## config.mk

```make
export PLATFORM = sky130hd
export DESIGN_NAME = instr_sequencer
export DESIGN_NICKNAME = d
export VERILOG_FILES = /design/src/rtl/instr_sequencer.sv
export SDC_FILE = /design/constraint.sdc
export NUM_CORES = 1
export LEC_CHECK = 0
export BUFFER_PORTS_ARGS = -buffer_cell sky130_fd_sc_hd__buf_4
export CAP_MARGIN = 5
export CORE_ASPECT_RATIO = 0.5
export CORE_MARGIN = 3
export CORE_UTILIZATION = 35
export DETAILED_ROUTE_END_ITERATION = 16
export GPL_ROUTABILITY_DRIVEN = 0
export PLACE_DENSITY = 0.61
export REMOVE_ABC_BUFFERS = 1
export SETUP_SLACK_MARGIN = 0.4
export SYNTH_ARGS = -nofsm -noshare
export SYNTH_HDL_FRONTEND = slang
export SYNTH_SLANG_ARGS = --single-unit
```

## constraint.sdc

```tcl
create_clock -name clk -period 3.26 [get_ports clk]
set_clock_uncertainty 0.05 [all_clocks]
set_input_delay 0.652 -clock clk [delete_from_list [all_inputs] [get_ports clk]]
set_output_delay 0.652 -clock clk [all_outputs]
set_load 0.005 [all_outputs]
```

## src/rtl/instr_sequencer.sv

```systemverilog
// instr_sequencer: multi-cycle FETCH/DECODE/EXEC/MEM/WB sequencer gating register-file and data-memory writes
//   Optional feature: define SEQ_PERF_CNT_EN to add perf_instr_o / perf_stall_o counters.
//   Ports:
//     clk, rst_n                 clock (rising edge), asynchronous active-low reset
//     start_i                    pulse: leave IDLE/HALT and begin fetching
//     imem_req_o/addr_o          fetch request / address (= pc), held until imem_valid_i
//     imem_valid_i/rdata_i       fetched instruction handshake
//     ir_o                       instruction register to the control unit, opcode = ir_o[31:26]
//     cu_rwe_i/cu_mwe_i          control unit write enables decoded from ir_o
//     dmem_req_o/we_o/ack_i      data memory request, write strobe, completion
//     rf_we_o                    register-file write enable, one cycle in WB only
//     busy_o/halted_o/state_o    status: IDLE=0 FETCH=1 DECODE=2 EXEC=3 MEM=4 WB=5 HALT=6
//     perf_instr_o/perf_stall_o  (SEQ_PERF_CNT_EN) decoded instructions / handshake stall cycles
module instr_sequencer #(
    parameter int ADDR_W   = 16,
    parameter int RESET_PC = 0,
    parameter int PC_STEP  = 4,
    parameter int CNT_W    = 32
) (
    input  logic              clk,
    input  logic              rst_n,
    input  logic              start_i,
    output logic              imem_req_o,
    output logic [ADDR_W-1:0] imem_addr_o,
    input  logic              imem_valid_i,
    input  logic [31:0]       imem_rdata_i,
    output logic [31:0]       ir_o,
    input  logic              cu_rwe_i,
    input  logic              cu_mwe_i,
    output logic              dmem_req_o,
    output logic              dmem_we_o,
    input  logic              dmem_ack_i,
    output logic              rf_we_o,
    output logic              busy_o,
    output logic              halted_o,
    output logic [2:0]        state_o
`ifdef SEQ_PERF_CNT_EN
    ,
    output logic [CNT_W-1:0]  perf_instr_o,
    output logic [CNT_W-1:0]  perf_stall_o
`endif
);
    typedef enum logic [2:0] {
        IDLE   = 3'd0,
        FETCH  = 3'd1,
        DECODE = 3'd2,
        EXEC   = 3'd3,
        MEM    = 3'd4,
        WB     = 3'd5,
        HALT   = 3'd6
    } state_t;

    localparam logic [5:0] OP_HALT = 6'b111111;
    localparam logic [5:0] OP_LOAD = 6'b010000;

    state_t            state_q;
    logic [ADDR_W-1:0] pc_q;
    logic [31:0]       ir_q;
    logic              st_q;
    logic [5:0]        op;

    assign op = ir_q[31:26];

    // st_q latches cu_mwe_i on leaving EXEC so dmem_we_o stays constant for the whole MEM phase
    always_ff @(posedge clk or negedge rst_n) begin
        if (!rst_n) begin
            state_q <= IDLE;
            pc_q    <= ADDR_W'(RESET_PC);
            ir_q    <= '0;
            st_q    <= 1'b0;
        end else begin
            case (state_q)
                IDLE, HALT: if (start_i) state_q <= FETCH;
                FETCH: if (imem_valid_i) begin
                    ir_q    <= imem_rdata_i;
                    pc_q    <= pc_q + ADDR_W'(PC_STEP);
                    state_q <= DECODE;
                end
                DECODE: state_q <= (op == OP_HALT) ? HALT : EXEC;
                EXEC: begin
                    st_q    <= cu_mwe_i;
                    state_q <= (cu_mwe_i || op == OP_LOAD) ? MEM : cu_rwe_i ? WB : FETCH;
                end
                MEM: if (dmem_ack_i) state_q <= st_q ? FETCH : WB;
                WB: state_q <= FETCH;
                default: state_q <= IDLE;
            endcase
        end
    end

    assign imem_req_o  = state_q == FETCH;
    assign imem_addr_o = pc_q;
    assign ir_o        = ir_q;
    assign dmem_req_o  = state_q == MEM;
    assign dmem_we_o   = state_q == MEM && st_q;
    assign rf_we_o     = state_q == WB;
    assign busy_o      = state_q != IDLE && state_q != HALT;
    assign halted_o    = state_q == HALT;
    assign state_o     = state_q;

`ifdef SEQ_PERF_CNT_EN
    logic [CNT_W-1:0] perf_instr_q;
    logic [CNT_W-1:0] perf_stall_q;
    logic             stall;

    assign stall = (state_q == FETCH && !imem_valid_i) || (state_q == MEM && !dmem_ack_i);

    // both counters saturate at all-ones and naturally hold in IDLE/HALT
    always_ff @(posedge clk or negedge rst_n) begin
        if (!rst_n) begin
            perf_instr_q <= '0;
            perf_stall_q <= '0;
        end else begin
            if (state_q == FETCH && imem_valid_i && !(&perf_instr_q)) perf_instr_q <= perf_instr_q + CNT_W'(1);
            if (stall && !(&perf_stall_q)) perf_stall_q <= perf_stall_q + CNT_W'(1);
        end
    end

    assign perf_instr_o = perf_instr_q;
    assign perf_stall_o = perf_stall_q;
`else
    logic unused_cnt_w;
    assign unused_cnt_w = ^CNT_W;
`endif
endmodule

```

==> metrics.txt <==
Tcrit/Tclk final 0.684; Max-slew headroom 0.592; Setup Buffers After CTS 0; first-pass GRT wire length 8160 um; Final min period 2.23 ns; initial antenna violation count 0; CP arrival around 2.4 ns; main combinational cell family by area after synthesis simple AND/OR/NAND/NOR gates; DR vias/cell 4.58; endpoint class of the critical path register; clock sink count 50; antenna-violating nets left 0; vias in the first global route approximately 1700; Worst-Skew Late Latency slightly below 0.3 ns; PD cells between 800 and 900 nW/um^2; Leak around 0.0015 uW; Synth cell types 35; post-DP HPWL 3670 um; Comb pwr share 0.386; layout cells sized above 1 0.482; Fmax 0.449 GHz; multi-input logic area 862 um^2; Max clock buf depth 2; grt total ovfl 0; sequential cell area roughly 1300 um^2; IR drop worst, VDD between 0.0003 and 0.0004 V; DR WL/cell 13.7 um; Pint 1850 uW; Tightest Pin Transition ~0.61 ns; clk root buf clkbuf_16; number of fill cells ~540; I/O Pins 96; Layout Area Growth over Synthesis 42.4%; Post-synth top flop dfrtp_1; portion of netlist area occupied by mux cells 0.140; Async SR Flop Fraction 1.00; final WL a little under 5000 um; Cell Area, Synth 2170 um^2; RSZ-0062 raised after global routing false; Mapped Avg Cell Area between 10 and 15 um^2; Switching Fraction 0.314; Compound-Gate Fraction of Synth Area 0.0248; met3 wire length ~180 um; Vert. Die Dim 61.7 um; drt first pass iters 4; fin. max-slew vios 0; row cnt 19; CORE AREA between 5000 and 6000 um^2; synth warn 0; Die Footprint 7230 um^2; Post-synth EDFFs 0; Die W 117 um; max-cap violations 0; number of I/O port buffers between 90 and 100; clock power share 0.196; GR Util All Layers 0.141; Final Hold Vio Count 0; Max Used Layer met4; htree depth 2; post-synth top area share 0.577; routed length on met2 roughly 2600 um; cell count after synthesis ~180; # hold bufs at CTS 0; crit path kind register to register; Final nets 313; post-synthesis xor/xnor area fraction 0.0565; Reg power frac 0.419; Area contributors post-synth dfrtp_1, mux2_2, nand2_1; CTS tree built; critical path fanouts, max 17; fraction of the mapped netlist area in simple logic gates 0.160; Initial Util 0.378; # diodes 0; largest area contributor in the netlist dfrtp_1; net switching power between 800 and 900 uW; Final setup viols 0; adder-cell share of the synthesized area 0.00577; Setup Total Neg Slack 0 ns; Yosys reg bits 50; Pwr Total ~2700 uW; Vias approximately 1600; met1 wire length a little over 2000 um; largest net degree at the start of global routing 51; CP startpoint kind register; min-delay worst type input port to asynchronous set/reset pin; outcome finished clean; Crit path required time approximately 3.4 ns; Num CTS Buffers 5; R2R Setup Slk a little over 1 ns; register area share after synthesis 0.577; post-route DRC violation count 0; clock-pin slew on the worst setup and hold paths around 0.06 ns; # resized after CTS 0; DR iter-0 viols ~100
==> flip-flops by register name, indices dropped and copies added (netlist names) <==
signal	flops
imem_addr_o	14
st_q	1
ir_o	32
state_o	3
==> placed cells by master (no fill, tap or decap), types with 2 or more instances in the layout <==
master and n:
and3_1 2, buf_4 94, clkbuf_16 5, conb_1 2
dfrtp_1 50, inv_1 3, mux2_2 27, nand2_1 31
nand2b_1 2, nand3_1 6, nand3b_1 2, nand4_1 4
nor2_1 7, nor3_1 4, nor3b_1 2, xnor2_1 9
xor2_1 5
==> synth_stat cells, types with 3 or more instances <==
cell / count
nor2_1: 7
nand4_1: 4
mux2_2: 27
dfrtp_1: 50
nor3_1: 4
buf_4: 3
buf_2: 5
inv_1: 3
xnor2_1: 9
nand2_1: 31
nand3_1: 6
xor2_1: 5
==> metrics by stage <==
step | worst slack, ns | instances | util | hold WS [ns] | instance area (um^2)
finish | 1.03 | 358 | 0.539 | 0.323 | 3090
global route | 0.832 | 358 | 0.539 | 0.382 | 3090
CTS | 1.01 | 358 | 0.539 | 0.352 | 3090
detailed placement | 1.00 | 350 | 0.512 | 0.426 | 2940
global placement | 1.04 | 350 | 0.512 | 0.413 | 2940
floorplan | -1.60 | 172 | - | 0.306 | 2110
==> cells by family after synthesis <==
kind of cell	count (synthesis)
DFF	50
adders and majority gates	1
xor gates and xnor gates	14
AOI/OAI and AO/OA	7
buffers and inverters	13
other	1
and+or+nand+nor	68
muxes	27
==> power groups by stage <==
stage | clock (uW) | combinational [uW] | sequential [uW]
global route | 575 | 1150 | 1180
global placement | 0 | 1040 | 1130
finish | 526 | 1040 | 1130
floorplan | 0 | 481 | 1110
CTS | 537 | 1060 | 1130
detailed placement | 0 | 1060 | 1140
==> routing by layer <==
metal  vias to the layer above  global-route usage
li1                        799                   -
met1                       810               0.169
met2                        27               0.261
met3                         5              0.0394
met4                         0              0.0401
met5                         -                   0
==> final cells by class <==
| class | instances | area share |
|---|---|---|
| inverter | 3 | 0.00365 |
| timing repair buffer | 94 | 0.229 |
| tap | 84 | 0.0340 |
| clock buffer | 6 | 0.0450 |
| sequential | 50 | 0.405 |
| clock inverter | 2 | 0.00405 |
| multi-input combinational | 119 | 0.279 |
==> critical path: stages, from the launching register on <==
cell	delay, ns
dfrtp_1	0.57
nand4bb_1	0.56
or4_4	0.69
nor3_2	0.13
xor2_1	0.15
==> path summary, 6_finish.rpt <==
path,from,to,cells after the start
worst min-delay path,rst_n,ir_o[2],1
worst min register to register,imem_addr_o[15],imem_addr_o[15],1
worst max register to register,state_o[1],imem_addr_o[15],4
max in group asynchronous,rst_n,imem_addr_o[15],1
min in group clk,imem_addr_o[15],imem_addr_o[15],1
worst max-delay path,state_o[1],imem_addr_o[15],4
Power figures use the tool's default switching activity.
